## src/rtl/ssr_seq_if.sv

```systemverilog
// rtl/ssr_seq_if.sv - command and SSR-port bundle between the control path, ssr_seq and the SSR
interface ssr_seq_if #(
  parameter int WIDTH = 64,
  parameter int IW    = 6
);
  logic             cmd_valid;
  logic             cmd_ready;
  logic [2:0]       cmd_op;
  logic [IW-1:0]    cmd_arg;
  logic [WIDTH-1:0] cmd_data;
  logic [WIDTH-1:0] ssr_q;
  logic [2:0]       ssr_s;
  logic [IW-1:0]    ssr_ii;
  logic [WIDTH-1:0] ssr_d;
  logic             done;
  logic [IW-1:0]    shift_cnt;
  logic             norm_zero;

  modport master (
    output cmd_valid, cmd_op, cmd_arg, cmd_data, ssr_q,
    input  cmd_ready, ssr_s, ssr_ii, ssr_d, done, shift_cnt, norm_zero
  );

  modport slave (
    input  cmd_valid, cmd_op, cmd_arg, cmd_data, ssr_q,
    output cmd_ready, ssr_s, ssr_ii, ssr_d, done, shift_cnt, norm_zero
  );
endinterface

```

## src/rtl/ssr_seq.sv

```systemverilog
// rtl/ssr_seq.sv - expands load/shift/bit/normalize commands into per-cycle SSR opcodes
module ssr_seq #(
  parameter int WIDTH = 64,
  parameter int IW    = 6
) (
  input  logic    clk,
  input  logic    rst,
  ssr_seq_if.slave bus
);
  localparam logic [2:0] OP_LOAD = 3'b001;
  localparam logic [2:0] OP_SHL  = 3'b010;
  localparam logic [2:0] OP_SHR  = 3'b011;
  localparam logic [2:0] OP_CLR  = 3'b100;
  localparam logic [2:0] OP_SET  = 3'b101;
  localparam logic [2:0] OP_NORM = 3'b110;

  localparam logic [2:0] S_HOLD = 3'b000;
  localparam logic [2:0] S_LOAD = 3'b001;
  localparam logic [2:0] S_LSH  = 3'b010;
  localparam logic [2:0] S_RSH  = 3'b011;
  localparam logic [2:0] S_CLR  = 3'b100;
  localparam logic [2:0] S_SET  = 3'b101;

  typedef enum logic [1:0] {IDLE, EXEC1, SHIFT, NORM} state_t;

  state_t           state_q;
  logic [2:0]       op_q;
  logic [IW-1:0]    arg_q;
  logic [WIDTH-1:0] data_q;
  logic [IW-1:0]    ii_q;
  logic [IW-1:0]    shift_cnt_q;
  logic             norm_zero_q;
  logic             done_q;

  logic             norm_shift;
  logic [IW-1:0]    cnt_inc;
  logic [2:0]       ssr_s_d;

  // Normalize keeps shifting while the value is non-zero and its MSB is still clear.
  assign norm_shift = (bus.ssr_q != '0) && !bus.ssr_q[WIDTH-1];
  assign cnt_inc    = shift_cnt_q + 1'b1;

  always_ff @(posedge clk) begin
    if (rst) begin
      state_q     <= IDLE;
      op_q        <= 3'b000;
      arg_q       <= '0;
      data_q      <= '0;
      ii_q        <= '0;
      shift_cnt_q <= '0;
      norm_zero_q <= 1'b0;
      done_q      <= 1'b0;
    end else begin
      done_q <= 1'b0;
      case (state_q)
        IDLE: begin
          if (bus.cmd_valid) begin
            op_q        <= bus.cmd_op;
            arg_q       <= bus.cmd_arg;
            data_q      <= bus.cmd_data;
            ii_q        <= (bus.cmd_op == OP_SET || bus.cmd_op == OP_CLR) ? bus.cmd_arg : '0;
            shift_cnt_q <= '0;
            if (bus.cmd_op != OP_NORM) norm_zero_q <= 1'b0;
            case (bus.cmd_op)
              OP_LOAD, OP_SET, OP_CLR: state_q <= EXEC1;
              OP_SHL, OP_SHR: begin
                if (bus.cmd_arg == '0) done_q  <= 1'b1;
                else                   state_q <= SHIFT;
              end
              OP_NORM: state_q <= NORM;
              default: done_q  <= 1'b1;
            endcase
          end
        end
        EXEC1: begin
          state_q <= IDLE;
          done_q  <= 1'b1;
        end
        SHIFT: begin
          shift_cnt_q <= cnt_inc;
          if (cnt_inc == arg_q) begin
            state_q <= IDLE;
            done_q  <= 1'b1;
          end
        end
        NORM: begin
          if (norm_shift) begin
            shift_cnt_q <= cnt_inc;
          end else begin
            state_q     <= IDLE;
            done_q      <= 1'b1;
            norm_zero_q <= (bus.ssr_q == '0);
          end
        end
        default: state_q <= IDLE;
      endcase
    end
  end

  always_comb begin
    ssr_s_d = S_HOLD;
    case (state_q)
      EXEC1: begin
        case (op_q)
          OP_LOAD: ssr_s_d = S_LOAD;
          OP_SET:  ssr_s_d = S_SET;
          OP_CLR:  ssr_s_d = S_CLR;
          default: ssr_s_d = S_HOLD;
        endcase
      end
      SHIFT:   ssr_s_d = (op_q == OP_SHR) ? S_RSH : S_LSH;
      NORM:    ssr_s_d = norm_shift ? S_LSH : S_HOLD;
      default: ssr_s_d = S_HOLD;
    endcase
  end

  assign bus.ssr_s     = ssr_s_d;
  assign bus.ssr_ii    = ii_q;
  assign bus.ssr_d     = data_q;
  assign bus.cmd_ready = (state_q == IDLE);
  assign bus.done      = done_q;
  assign bus.shift_cnt = shift_cnt_q;
  assign bus.norm_zero = norm_zero_q;
endmodule

```

## src/flat_wrapper.sv

```systemverilog
// flat-port wrapper written by rule: the top's interface ports become plain ports
module ssr_seq_flat 
#(
  parameter int WIDTH = 64,
  parameter int IW    = 6
)
  (clk, rst, bus_cmd_valid, bus_cmd_op, bus_cmd_arg, bus_cmd_data, bus_ssr_q, bus_cmd_ready, bus_ssr_s, bus_ssr_ii, bus_ssr_d, bus_done, bus_shift_cnt, bus_norm_zero);
  ssr_seq_if #(.WIDTH(WIDTH), .IW(IW)) bus_i ();
  input  logic clk;
  input  logic rst;
  input wire logic [$bits(bus_i.cmd_valid)-1:0] bus_cmd_valid;
  input wire logic [$bits(bus_i.cmd_op)-1:0] bus_cmd_op;
  input wire logic [$bits(bus_i.cmd_arg)-1:0] bus_cmd_arg;
  input wire logic [$bits(bus_i.cmd_data)-1:0] bus_cmd_data;
  input wire logic [$bits(bus_i.ssr_q)-1:0] bus_ssr_q;
  output wire logic [$bits(bus_i.cmd_ready)-1:0] bus_cmd_ready;
  output wire logic [$bits(bus_i.ssr_s)-1:0] bus_ssr_s;
  output wire logic [$bits(bus_i.ssr_ii)-1:0] bus_ssr_ii;
  output wire logic [$bits(bus_i.ssr_d)-1:0] bus_ssr_d;
  output wire logic [$bits(bus_i.done)-1:0] bus_done;
  output wire logic [$bits(bus_i.shift_cnt)-1:0] bus_shift_cnt;
  output wire logic [$bits(bus_i.norm_zero)-1:0] bus_norm_zero;
  assign bus_i.cmd_valid = bus_cmd_valid;
  assign bus_i.cmd_op = bus_cmd_op;
  assign bus_i.cmd_arg = bus_cmd_arg;
  assign bus_i.cmd_data = bus_cmd_data;
  assign bus_i.ssr_q = bus_ssr_q;
  assign bus_cmd_ready = bus_i.cmd_ready;
  assign bus_ssr_s = bus_i.ssr_s;
  assign bus_ssr_ii = bus_i.ssr_ii;
  assign bus_ssr_d = bus_i.ssr_d;
  assign bus_done = bus_i.done;
  assign bus_shift_cnt = bus_i.shift_cnt;
  assign bus_norm_zero = bus_i.norm_zero;
  ssr_seq #(.WIDTH(WIDTH), .IW(IW)) u_core (.clk(clk), .rst(rst), .bus(bus_i));
endmodule
```

## config.mk

```make
export PLATFORM = sky130hd
export DESIGN_NAME = ssr_seq_flat
export DESIGN_NICKNAME = d
export VERILOG_FILES = /design/src/rtl/ssr_seq_if.sv /design/src/rtl/ssr_seq.sv /design/src/flat_wrapper.sv
export SDC_FILE = /design/constraint.sdc
export NUM_CORES = 1
export LEC_CHECK = 0
export ABC_AREA = 1
export BUFFER_PORTS_ARGS = -buffer_cell sky130_fd_sc_hd__buf_2
export CORE_MARGIN = 1
export CORE_UTILIZATION = 43
export CTS_BUF_LIST = sky130_fd_sc_hd__clkbuf_16
export DETAILED_ROUTE_END_ITERATION = 16
export PLACE_DENSITY_LB_ADDON = 0.1
export SLEW_MARGIN = 30
export SYNTH_ARGS = -nofsm -noshare
export SYNTH_HDL_FRONTEND = slang
export SYNTH_SLANG_ARGS = --single-unit
```

## constraint.sdc

```tcl
create_clock -name clk -period 1.8 [get_ports clk]
set_clock_uncertainty 0.05 [all_clocks]
set_input_delay 0.36 -clock clk [delete_from_list [all_inputs] [get_ports clk]]
set_output_delay 0.36 -clock clk [all_outputs]
set_load 0.03 [all_outputs]
```

==> PnR_summary.wiki, run 1 <==
{| class="wikitable"
! Metric !! Value
|-
| Overall power after layout || 8.57 mW
|-
| Share of total power in the clock network || 0.258
|-
| TritonCTS Sinks || 89
|-
| Unrepaired setup endpoints after global routing || yes
|-
| Peak supply drop || 0.822 mV
|-
| Instance area at placement || 4970 um2
|-
| Simple-gate portion of the synthesized area || 0.315
|-
| Average detailed-routed wire length per instance || 12.1 um
|-
| Fraction of synthesized area in multiplexers || 0
|-
| PortBufs || 221
|-
| Height of the chip || 95.2 um
|-
| Average instance area after synthesis || 6.89 um2
|-
| Required time at the worst-slack endpoint || 1390 ps
|-
| Worst Tran Pin Value || 517 ps
|-
| Number of ports placed on the die boundary || 222
|-
| Post-layout minimum cycle time || 1770 ps
|-
| Global-route wire length before repair || 16400 um
|-
| Main combinational cell family by area after synthesis || simple AND/OR/NAND/NOR gates
|-
| Switching share of total power || 0.401
|-
| Post-route clock period utilization || 0.983
|-
| Number of nets in the synthesized netlist || 683
|-
| Register bit total from synthesis || 89
|-
| DRT iter0 DRCs || 142
|-
| Clock H-tree levels || 3
|-
| Effective utilization at floorplan || 0.450
|-
| Detailed-route DRC error count || 0
|-
| Critical Path Source Type || flip-flop
|-
| Netlist cell types || 28
|-
| Total routing usage reported by global routing || 0.230
|-
| Finished Layout Cells || 870
|-
| Share of cells above drive strength 1 || 0.366
|-
| Crit Path Max Fanout || 3
|-
| Worst flop-to-flop path startpoint || u_core.bus.shift_cnt[1]$_SDFFE_PP0P_
|-
| Adder-Cell Fraction of Synth Area || 0.00335
|-
| Largest net degree at the start of global routing || 44
|-
| Area share of xor/xnor cells in the synthesized design || 0.00938
|-
| Synth-to-Final Area Change || 44.7%
|-
| Worst Setup SP || u_core.state_q[1]$_SDFFE_PP0P_
|-
| Number of buffers between clock root and the deepest sink || 2
|-
| Netlist Area Pre-Place || 3740 um2
|-
| Overall routed net length || 10500 um
|-
| DIE WIDTH || 95.2 um
|-
| Hold Startpoint || bus_cmd_data[9]
|-
| Critical path capture point type || output port
|-
| Number of nets still failing antenna checks after routing || 0
|-
| Worst Setup Path Type || reg -> out
|-
| Number of vias per cell || 4.76
|-
| End of the worst register-to-register path || u_core.state_q[0]$_SDFFE_PP0P_
|-
| Dpl cells || 852
|-
| Worst Hold Depth || 3
|-
| Routability cong. || 0.813
|-
| Cell Int Power || 5.13 mW
|-
| Global route overflow || 0
|-
| Pre-CTS setup slack || -10.8 ps
|-
| Endpoint with the worst hold slack || u_core.bus.ssr_d[9]$_SDFFE_PP0P_
|-
| Placed wire-length estimate after detailed placement || 7620 um
|-
| Switch Pwr || 3.43 mW
|-
| Max-capacitance violation count || 0
|-
| Area of the core || 8300 um2
|-
| Count of endpoints failing hold in the final timing report || 0
|-
| Detailed Routing Iterations Pass 1 || 4
|-
| Clock edge transition at the registers on the reported setup and hold paths || 70 ps
|-
| Pleak || 2.77 nW
|-
| Path depth of the worst reg2reg path || 11
|-
| Antenna Diode Count || 0
|-
| Final setup violation count || 0
|-
| Yosys warning total || 0
|-
| Clock latency at the later pin of the worst-skew pair || 330 ps
|-
| Count of mapped cells out of synthesis || 542
|-
| Post-synth EDFFs || 0
|-
| Number of buffers added by the clock tree synthesis step || 9
|-
| Via count of the first global-routing pass || 3909
|-
| Share of power burned in registers || 0.329
|-
| TritonCTS clock tree || yes
|-
| Floorplan die area || 9060 um2
|-
| Arrival time of the worst setup path || 1360 ps
|-
| Fraction of registers with async set/reset || 0
|-
| Run status || finished, final reports clean
|-
| Synth Flop Type || sky130_fd_sc_hd__dfxtp_1
|-
| Count of hold-fix buffers inserted at cts || 0
|-
| Antenna violations before repair || 0
|-
| Slew Limit Fails || 0
|-
| Fraction of the mapped netlist area in compound gates || 0.137
|-
| Post-layout instance area || 5410 um2
|-
| PwrDens || 1580 nW/um2
|-
| FMAX || 0.565 GHz
|-
| Std cell rows || 33
|-
| Max-slew headroom || 0.656
|-
| Final setup margin || 30.9 ps
|-
| Comb power frac || 0.412
|-
| Buffer type at the clock tree root || sky130_fd_sc_hd__clkbuf_16
|-
| Final layout net count || 902
|-
| Worst hold-check path type || in -> reg
|-
| Register area share after synthesis || 0.477
|-
| Via Count || 4145
|-
| R2r setup slk || 170 ps
|}
power groups by stage:
| stage | logic, mW | registers, mW | clock network (mW) |
|---|---|---|---|
| floorplan | 1.48 | 3.72 | 0 |
| global placement | 3.40 | 2.80 | 0 |
| detailed placement | 3.43 | 2.83 | 0 |
| CTS | 3.49 | 2.81 | 2.25 |
| global route | 3.87 | 2.89 | 2.34 |
| finish | 3.53 | 2.82 | 2.21 |
sequential cells by signal (all words and copies together) (netlist names):
name                  flops
u_core.arg_q              6
u_core.bus.done           1
u_core.bus.norm_zero      1
u_core.bus.shift_cnt      6
u_core.bus.ssr_d         64
u_core.bus.ssr_ii         6
u_core.op_q               3
u_core.state_q            2
synthesized netlist by cell type, types with 3 or more instances:
cell type,instances,area share
sky130_fd_sc_hd__dfxtp_1,89,0.48
sky130_fd_sc_hd__nand3_1,16,0.021
sky130_fd_sc_hd__nor2_2,4,0.0067
sky130_fd_sc_hd__buf_2,9,0.012
sky130_fd_sc_hd__nand2_1,74,0.074
sky130_fd_sc_hd__nor2_1,193,0.19
sky130_fd_sc_hd__o21ai_0,67,0.090
sky130_fd_sc_hd__o21ai_1,8,0.011
sky130_fd_sc_hd__inv_1,22,0.022
sky130_fd_sc_hd__a21oi_1,21,0.028
sky130_fd_sc_hd__clkbuf_1,13,0.013
sky130_fd_sc_hd__buf_4,3,0.0060
cell families after synthesis:
kind of cell | after synthesis
AOI/OAI and AO/OA | 100
xor gates and xnor gates | 4
adders and majority gates | 1
buffers and inverters | 52
DFF | 89
and+or+nand+nor | 296
metal layers:
metal  global-route usage  vias up  routed length, um
li1                     -     2155                  -
met1                0.246     1836               4230
met2                0.424      139               5330
met3               0.0686       15                784
met4               0.0821        0                141
met5                    0        -                  0
how the worst max path moves through the flow:
stage | slack [ps] | endpoint
finish | 30 | bus_ssr_s[0]
global route | -40 | bus_ssr_s[0]
CTS | -3 | bus_ssr_s[0]
detailed placement | -10 | bus_ssr_s[1]
global placement | 20 | bus_ssr_s[1]
floorplan | 10 | u_core.state_q[0]$_SDFFE_PP0P_
worst max-delay path, cell delays in order, from the launching register on:
cell and delay [ps]:
sky130_fd_sc_hd__dfxtp_4 370, sky130_fd_sc_hd__inv_4 40, sky130_fd_sc_hd__nor2_4 100, sky130_fd_sc_hd__inv_2 50, sky130_fd_sc_hd__o21ai_2 120, sky130_fd_sc_hd__nand2_1 80, sky130_fd_sc_hd__a21oi_2 130, sky130_fd_sc_hd__buf_6 150
per-stage QoR:
stage	utilization	hold WS, ps	TNS, ps
finish	0.652	196	0
global route	0.652	197	-41.2
CTS	0.645	192	-3.45
detailed placement	0.598	403	-10.8
global placement	0.598	399	0
floorplan	-	399	0
placed cells by master, fill, tap and decap left out, types with 2 or more instances in the layout:
cell type / count
sky130_fd_sc_hd__inv_2: 3
sky130_fd_sc_hd__nor2_1: 186
sky130_fd_sc_hd__a31oi_1: 2
sky130_fd_sc_hd__nor2_2: 9
sky130_fd_sc_hd__nor2_4: 3
sky130_fd_sc_hd__bufinv_16: 4
sky130_fd_sc_hd__nand2_1: 73
sky130_fd_sc_hd__dfxtp_2: 3
sky130_fd_sc_hd__dfxtp_1: 85
sky130_fd_sc_hd__nand3b_1: 2
sky130_fd_sc_hd__xor2_1: 2
sky130_fd_sc_hd__o21ai_0: 66
sky130_fd_sc_hd__buf_12: 2
sky130_fd_sc_hd__xnor2_1: 2
sky130_fd_sc_hd__buf_2: 219
sky130_fd_sc_hd__inv_1: 21
sky130_fd_sc_hd__nand2_2: 2
sky130_fd_sc_hd__buf_4: 13
sky130_fd_sc_hd__nand3_1: 15
sky130_fd_sc_hd__nand3_2: 3
sky130_fd_sc_hd__buf_6: 2
sky130_fd_sc_hd__o21ai_1: 8
sky130_fd_sc_hd__a21oi_1: 20
sky130_fd_sc_hd__clkbuf_16: 9
what timing repair did:
item | 4_1_cts | 5_1_grt
setup buffers | 1 | 2
endpoints found under the setup margin | 2 | 3
pin swaps | 0 | 4
resized for setup | 9 | 16
layout make-up:
class | count | area, um2
sequential | 89 | 1790
clock buffer | 9 | 225
multi-input combinational | 401 | 1780
inverter | 24 | 92.6
timing repair buffer | 236 | 1260
tap | 105 | 131
fill | 731 | 2890
clock inverter | 6 | 133
(Power assumes the default switching activity.)
==> run 2: changes to the inputs <==
--- a/config.mk
+++ b/config.mk
@@ -7,12 +7,12 @@
 export LEC_CHECK = 0
 export ABC_AREA = 1
 export BUFFER_PORTS_ARGS = -buffer_cell sky130_fd_sc_hd__buf_2
+export CAP_MARGIN = 20
 export CORE_MARGIN = 1
-export CORE_UTILIZATION = 43
+export CORE_UTILIZATION = 47
 export CTS_BUF_LIST = sky130_fd_sc_hd__clkbuf_16
 export DETAILED_ROUTE_END_ITERATION = 16
 export PLACE_DENSITY_LB_ADDON = 0.1
-export SLEW_MARGIN = 30
 export SYNTH_ARGS = -nofsm -noshare
 export SYNTH_HDL_FRONTEND = slang
 export SYNTH_SLANG_ARGS = --single-unit
==> constraint.sdc (replaced) <==
create_clock -name clk -period 2.21 [get_ports clk]
set_clock_uncertainty 0.05 [all_clocks]
set_input_delay 0.442 -clock clk [delete_from_list [all_inputs] [get_ports clk]]
set_output_delay 0.442 -clock clk [all_outputs]
set_load 0.03 [all_outputs]
==> PnR_summary.wiki, run 2 (same netlist as run 1, synthesis figures left out) <==
{| class="wikitable"
! Metric !! Value
|-
| R2r setup slk || 450 ps (+280 ps)
|-
| Critical path capture point type || output port
|-
| Total routing usage reported by global routing || 0.247 (+0.0171)
|-
| Overall routed net length || 10100 um (-3.6%)
|-
| Arrival time of the worst setup path || 1560 ps (+200 ps)
|-
| Final Core Density || 0.679 (+0.0273)
|-
| Antenna violations before repair || 0 (unchanged)
|-
| Final layout net count || 893 (-1.0%)
|-
| Number of buffers added by the clock tree synthesis step || 9 (unchanged)
|-
| Max-slew headroom || 0.668 (+0.0125)
|-
| Share of cells above drive strength 1 || 0.338 (-0.0278)
|-
| Unrepaired setup endpoints after global routing || no
|-
| Placed wire-length estimate after detailed placement || 7420 um (-2.7%)
|-
| FMAX || 0.487 GHz
|-
| Area of the core || 7690 um2 (-7.4%)
|-
| Slew Limit Fails || 0 (unchanged)
|-
| Crit Path Max Fanout || 6 (+3)
|-
| Termination of the worst setup path || bus_ssr_s[0]
|-
| Most common cell after layout, fill and taps aside || sky130_fd_sc_hd__buf_2
|-
| Number of buffers added for setup after CTS || 0 (-1)
|-
| Most used cells in the layout excluding fill and tap cells || sky130_fd_sc_hd__buf_2, sky130_fd_sc_hd__nor2_1, sky130_fd_sc_hd__dfxtp_1
|-
| Number of ports placed on the die boundary || 222 (unchanged)
|-
| End of the worst register-to-register path || u_core.state_q[0]$_SDFFE_PP0P_
|-
| Detailed-route DRC error count || 0 (unchanged)
|-
| Count of endpoints failing hold in the final timing report || 0 (unchanged)
|-
| Met3 track demand over resource in global routing || 0.0511 (-0.0175)
|-
| Max-capacitance violation count || 0 (unchanged)
|-
| Worst Setup Path Type || reg -> out
|-
| Peak supply drop || 0.689 mV (-16%)
|-
| Worst Setup SP || u_core.state_q[1]$_SDFFE_PP0P_
|-
| Buffer type at the clock tree root || sky130_fd_sc_hd__clkbuf_16
|-
| Via Count || 4164 (+0.46%)
|-
| Busiest metal layer after global routing || met2
|-
| Post-route clock period utilization || 0.930
|-
| Via count of the first global-routing pass || 3867 (-1.1%)
|-
| Pleak || 2.69 nW (-2.9%)
|-
| TritonCTS clock tree || yes
|-
| Global-route track usage on met1 || 0.272 (+0.0265)
|-
| Critical Path Source Type || flip-flop
|-
| Global-route wire length before repair || 16800 um (+2.2%)
|-
| Routability cong. || 0.834 (+2.5%)
|-
| Largest net degree at the start of global routing || 61 (+39%)
|-
| Final setup violation count || 0 (unchanged)
|-
| DIE WIDTH || 91.2 um (-4.3%)
|-
| Path depth of the worst reg2reg path || 14 (+3)
|-
| Clock latency at the later pin of the worst-skew pair || 330 ps (about the same)
|-
| Detailed Routing Iterations Pass 1 || 4 (unchanged)
|-
| Worst hold-check path type || in -> reg
|-
| PwrDens || 1240 nW/um2 (-21%)
|-
| Run status || finished, final reports clean
|-
| Count of hold-fix buffers inserted at cts || 0 (unchanged)
|-
| Antenna Diode Count || 0 (unchanged)
|-
| Effective utilization at floorplan || 0.486 (+0.0358)
|-
| Synth-to-Final Area Change || 39.7%
|-
| Average detailed-routed wire length per instance || 11.8 um (-2.4%)
|-
| Worst Tran Pin Value || 498 ps (-18.8 ps)
|-
| Number of vias per cell || 4.85 (+1.7%)
|-
| Global route overflow || 0 (unchanged)
|-
| Number of nets still failing antenna checks after routing || 0 (unchanged)
|-
| Worst flop-to-flop path startpoint || u_core.bus.shift_cnt[1]$_SDFFE_PP0P_
|-
| Post-layout minimum cycle time || 2050 ps
|-
| Clock H-tree levels || 3 (unchanged)
|-
| Clock edge transition at the registers on the reported setup and hold paths || 70 ps (about the same)
|-
| Floorplan die area || 8310 um2 (-8.3%)
|-
| DRT iter0 DRCs || 164 (+15%)
|-
| Std cell rows || 32 (-3.0%)
|-
| Met2 routing resource usage after global routing || 0.451 (+0.0270)
|-
| Height of the chip || 91.2 um (-4.3%)
|-
| Required time at the worst-slack endpoint || 1720 ps (+330 ps)
|-
| PortBufs || 221 (unchanged)
|-
| Total negative slack || 0 ps (unchanged)
|-
| TritonCTS Sinks || 89 (unchanged)
|-
| Flip-flop count of the largest register, all copies and words added || 64 (unchanged)
|-
| Number of buffers between clock root and the deepest sink || 2 (unchanged)
|}
-- run 2: power breakdown --
group | total [mW] | internal [mW] | switching (mW)
clock | 1.50 | 0.876 | 0.621
sequential | 2.30 | 2.04 | 0.259
combinational | 2.70 | 0.807 | 1.89
total | 6.49 | 3.72 | 2.77
-- run 2: timing repair --
| action | in CTS | in global routing |
|---|---|---|
| endpoints found under the setup margin | 1 | 1 |
| resized for setup | 1 | 3 |
| gates cloned | 0 | 0 |
-- run 2: worst min path at each step --
stage	start	to	slack, ps	cells past startpoint
after floorplan	u_core.arg_q[2]$_SDFFE_PP0P_	u_core.arg_q[2]$_SDFFE_PP0P_	400	2
after global placement	u_core.bus.norm_zero$_SDFFE_PP0P_	u_core.bus.norm_zero$_SDFFE_PP0P_	400	2
after detailed placement	u_core.bus.ssr_ii[3]$_SDFFE_PP0P_	u_core.bus.ssr_ii[3]$_SDFFE_PP0P_	410	2
after CTS	bus_cmd_data[60]	u_core.bus.ssr_d[60]$_SDFFE_PP0P_	270	3
after global routing	bus_cmd_data[20]	u_core.bus.ssr_d[20]$_SDFFE_PP0P_	280	3
final	bus_cmd_data[60]	u_core.bus.ssr_d[60]$_SDFFE_PP0P_	280	3
-- run 2: layer usage --
metal,vias to the layer above,share of wire
met3,22,0.062
li1,2145,-
met2,145,0.51
met5,-,0
met4,0,0.024
met1,1852,0.41
-- run 2: critical path, stage by stage, from the launching register on --
cell,delay [ps]
sky130_fd_sc_hd__dfxtp_2,390
sky130_fd_sc_hd__inv_2,90
sky130_fd_sc_hd__nor2_2,110
sky130_fd_sc_hd__inv_1,100
sky130_fd_sc_hd__o21ai_0,150
sky130_fd_sc_hd__nand2_1,70
sky130_fd_sc_hd__a21oi_1,120
sky130_fd_sc_hd__clkbuf_4,210
-- run 2: area by class of cell --
| class | instances | area (um2) |
|---|---|---|
| Fill cell | 690 | 2470 |
| Sequential cell | 89 | 1780 |
| Multi-Input combinational cell | 401 | 1740 |
| Timing Repair Buffer | 227 | 1180 |
| Clock buffer | 9 | 225 |
| Tap cell | 102 | 128 |
| Inverter | 24 | 90.1 |
| Clock inverter | 7 | 71.3 |
-- run 2: stage by stage --
step	hold slack [ps]	setup WS (ps)	instance area [um2]	power (mW)	std cells
floorplan	399	347	3740	4.23	542
CTS	270	78.8	5210	6.53	859
detailed placement	406	237	4920	5.01	843
global placement	398	263	4920	4.96	843
global route	279	27.9	5220	6.92	859
finish	281	156	5220	6.49	859
==> run 3: changes to the inputs <==
--- a/config.mk
+++ b/config.mk
@@ -5,11 +5,10 @@
 export SDC_FILE = /design/constraint.sdc
 export NUM_CORES = 1
 export LEC_CHECK = 0
-export ABC_AREA = 1
 export BUFFER_PORTS_ARGS = -buffer_cell sky130_fd_sc_hd__buf_2
 export CAP_MARGIN = 20
 export CORE_MARGIN = 1
-export CORE_UTILIZATION = 47
+export CORE_UTILIZATION = 46
 export CTS_BUF_LIST = sky130_fd_sc_hd__clkbuf_16
 export DETAILED_ROUTE_END_ITERATION = 16
 export PLACE_DENSITY_LB_ADDON = 0.1
==> PnR_summary.wiki, run 3 <==
{| class="wikitable"
! Metric !! Value
|-
| Antenna Diode Count || 0 (unchanged)
|-
| Largest net degree at the start of global routing || 81 (+33%)
|-
| Number of vias per cell || 5.18 (+6.9%)
|-
| TritonCTS Sinks || 89 (unchanged)
|-
| Routability cong. || 0.874 (+4.8%)
|-
| Worst hold-check path type || in -> reg
|-
| Buffer type at the clock tree root || sky130_fd_sc_hd__clkbuf_16
|-
| Dpl cells || 781 (-7.4%)
|-
| Post-synth top area share || 0.491 (+0.0138)
|-
| Post-synth EDFFs || 0 (unchanged)
|-
| Area of the core || 7690 um2 (unchanged)
|-
| Count of mapped cells out of synthesis || 476 (-12%)
|-
| Max-capacitance violation count || 0 (unchanged)
|-
| Violations in the final reports || negative setup slack
|-
| Clock H-tree levels || 3 (unchanged)
|-
| Slew Limit Fails || 0 (unchanged)
|-
| Most repeated cell in the gate-level netlist after synthesis || sky130_fd_sc_hd__nand2_1
|-
| Run status || complete, but fails checks
|-
| Worst Setup Path Type || in -> out
|-
| Via count of the first global-routing pass || 3928 (+1.6%)
|-
| Synth-to-Final Area Change || 47.5%
|-
| Most common library cells after synthesis || sky130_fd_sc_hd__nand2_1, sky130_fd_sc_hd__dfxtp_1, sky130_fd_sc_hd__a21oi_1
|-
| Synth Flop Type || sky130_fd_sc_hd__dfxtp_1
|-
| Yosys warning total || 0 (unchanged)
|-
| Unrepaired setup endpoints after global routing || yes
|-
| Most common cell after layout, fill and taps aside || sky130_fd_sc_hd__buf_2
|-
| Crit Path Max Fanout || 2 (-4)
|-
| Register bit total from synthesis || 89 (unchanged)
|-
| Pre-CTS setup slack || -129 ps (-366 ps)
|-
| Fraction of registers with async set/reset || 0 (unchanged)
|-
| Height of the chip || 90.8 um (-0.34%)
|-
| Clock latency at the later pin of the worst-skew pair || 330 ps (about the same)
|-
| Number of buffers added by the clock tree synthesis step || 9 (unchanged)
|-
| Share of cells above drive strength 1 || 0.383 (+0.0452)
|-
| Average detailed-routed wire length per instance || 13.7 um (+16%)
|-
| Register area share after synthesis || 0.491 (+0.0138)
|-
| Netlist cell types || 38 (+36%)
|-
| Detailed Routing Iterations Pass 1 || 5 (+1)
|-
| Arrival time of the worst setup path || 1740 ps (+180 ps)
|-
| TritonCTS clock tree || yes
|-
| Netlist Area Pre-Place || 3630 um2 (-2.8%)
|-
| Finished Layout Cells || 801 (-6.8%)
|-
| Worst Tran Pin Value || 535 ps (+37.6 ps)
|-
| Post-layout minimum cycle time || 2230 ps (+173 ps)
|-
| Most used cells in the layout excluding fill and tap cells || sky130_fd_sc_hd__buf_2, sky130_fd_sc_hd__nand2_1, sky130_fd_sc_hd__dfxtp_1
|-
| Via Count || 4150 (-0.34%)
|-
| Final setup margin || -17.5 ps (-173 ps)
|-
| Total routing usage reported by global routing || 0.259 (+0.0117)
|-
| Number of nets in the synthesized netlist || 617 (-9.7%)
|-
| Yosys top cell by area || sky130_fd_sc_hd__dfxtp_1
|-
| Placed wire-length estimate after detailed placement || 7520 um (+1.4%)
|-
| Flip-flop count of the largest register, all copies and words added || 64 (unchanged)
|-
| Number of ports placed on the die boundary || 222 (unchanged)
|-
| R2r setup slk || 270 ps (-180 ps)
|-
| Antenna violations before repair || 0 (unchanged)
|-
| PortBufs || 221 (unchanged)
|-
| Final layout net count || 836 (-6.4%)
|-
| Average instance area after synthesis || 7.63 um2 (+11%)
|-
| Number of buffers between clock root and the deepest sink || 2 (unchanged)
|-
| Post-layout instance area || 5360 um2 (+2.6%)
|-
| Global route overflow || 0 (unchanged)
|-
| Critical Path Source Type || input port
|-
| Clock edge transition at the registers on the reported setup and hold paths || 60 ps (about the same)
|-
| Detailed-route DRC error count || 0 (unchanged)
|-
| Required time at the worst-slack endpoint || 1720 ps (about the same)
|-
| Overall routed net length || 10900 um (+8.3%)
|-
| Leading cell types by total area after synthesis || sky130_fd_sc_hd__dfxtp_1, sky130_fd_sc_hd__nand2_1, sky130_fd_sc_hd__a21oi_1, sky130_fd_sc_hd__nor4_1, sky130_fd_sc_hd__clkbuf_1
|-
| Count of hold-fix buffers inserted at cts || 0 (unchanged)
|-
| Floorplan die area || 8250 um2 (-0.68%)
|-
| Final setup violation count || 1 (+1)
|-
| Global-route wire length before repair || 17500 um (+4.1%)
|-
| DRT iter0 DRCs || 185 (+13%)
|-
| PwrDens || 733 nW/um2 (-41%)
|-
| Pleak || 2.47 nW (-8.3%)
|-
| Post-route clock period utilization || 1.01 (+0.0784)
|-
| Instance area at placement || 4890 um2 (-0.51%)
|-
| DIE WIDTH || 90.8 um (-0.34%)
|-
| FMAX || 0.449 GHz (-7.8%)
|-
| Peak supply drop || 0.433 mV (-37%)
|-
| Critical path capture point type || output port
|-
| Count of endpoints failing hold in the final timing report || 0 (unchanged)
|-
| Std cell rows || 32 (unchanged)
|-
| Number of nets still failing antenna checks after routing || 0 (unchanged)
|-
| Max-slew headroom || 0.640 (-0.0281)
|-
| Effective utilization at floorplan || 0.472 (-0.0137)
|}
==> run 3: cell count changes in the layout (fill, tap and decap cells not counted), sizes merged, moves of 4 or more <==
cell   before  now
nor4        0   20
inv        27   10
a21oi      21   88
o21ai      75    5
o31ai       0    5
nor3        1    5
nand2      75  162
buf       226  239
nor2      198    3
==> run 3: area by class of cell <==
cell class | count | area, um2
Multi-Input combinational cell | 349 | 1810
Timing Repair Buffer | 239 | 1340
Fill cell | 677 | 2330
Clock inverter | 6 | 43.8
Clock buffer | 9 | 225
Tap cell | 102 | 128
Inverter | 7 | 26.3
Sequential cell | 89 | 1780
==> run 3: stage by stage <==
stage           util  hold WS (ps)  setup TNS [ps]  power (mW)
2_1_floorplan      -           387               0        2.23
3_3_place_gp   0.636           388           -93.3        2.52
3_5_place_dp   0.636           394            -168        2.54
4_1_cts        0.690           282           -23.9        3.94
5_1_grt        0.697           287            -158        4.09
6_report       0.697           289           -17.5        3.92
==> run 3: timing repair <==
item                                    CTS  global route
resized for setup                        19             7
endpoints found under the setup margin    1             3
setup buffers                             5             1
pin swaps                                10             9
==> run 3: per-layer routing <==
metal	vias to the layer above	GRT usage	share of wire
li1	2070	-	-
met1	1866	0.301	0.40
met2	187	0.444	0.49
met3	27	0.0648	0.077
met4	0	0.123	0.025
met5	-	0	0
==> run 3: logic make-up after synthesis <==
family,synth area share
buf+inv,0.0393
xor+xnor,0.0169
compound gates,0.176
simple gates,0.274
fa+ha+maj,0.00345
flops,0.491
==> run 3: power breakdown <==
group	switching, mW	internal (mW)
Sequential	0.0531	1.70
Combinational	0.490	0.286
Clock	0.631	0.759
==> run 3: path summary, 6_finish.rpt <==
path / startpoint / endpoint / depth (start not counted)
min: bus_cmd_data[54] / u_core.bus.ssr_d[54]$_SDFFE_PP0P_ / 3
min reg2reg: u_core.bus.ssr_d[43]$_SDFFE_PP0P_ / u_core.bus.ssr_d[43]$_SDFFE_PP0P_ / 2
max reg2reg: u_core.bus.shift_cnt[0]$_SDFFE_PP0P_ / u_core.bus.done$_SDFF_PP0_ / 6
max: bus_ssr_q[35] / bus_ssr_s[1] / 7
==> run 3: critical path, stage by stage <==
cell and delay [ps]:
sky130_fd_sc_hd__buf_6 90, sky130_fd_sc_hd__nor4_2 270, sky130_fd_sc_hd__nand4_1 180, sky130_fd_sc_hd__nor4_2 330
sky130_fd_sc_hd__o21ai_1 110, sky130_fd_sc_hd__and2_1 170, sky130_fd_sc_hd__buf_6 130
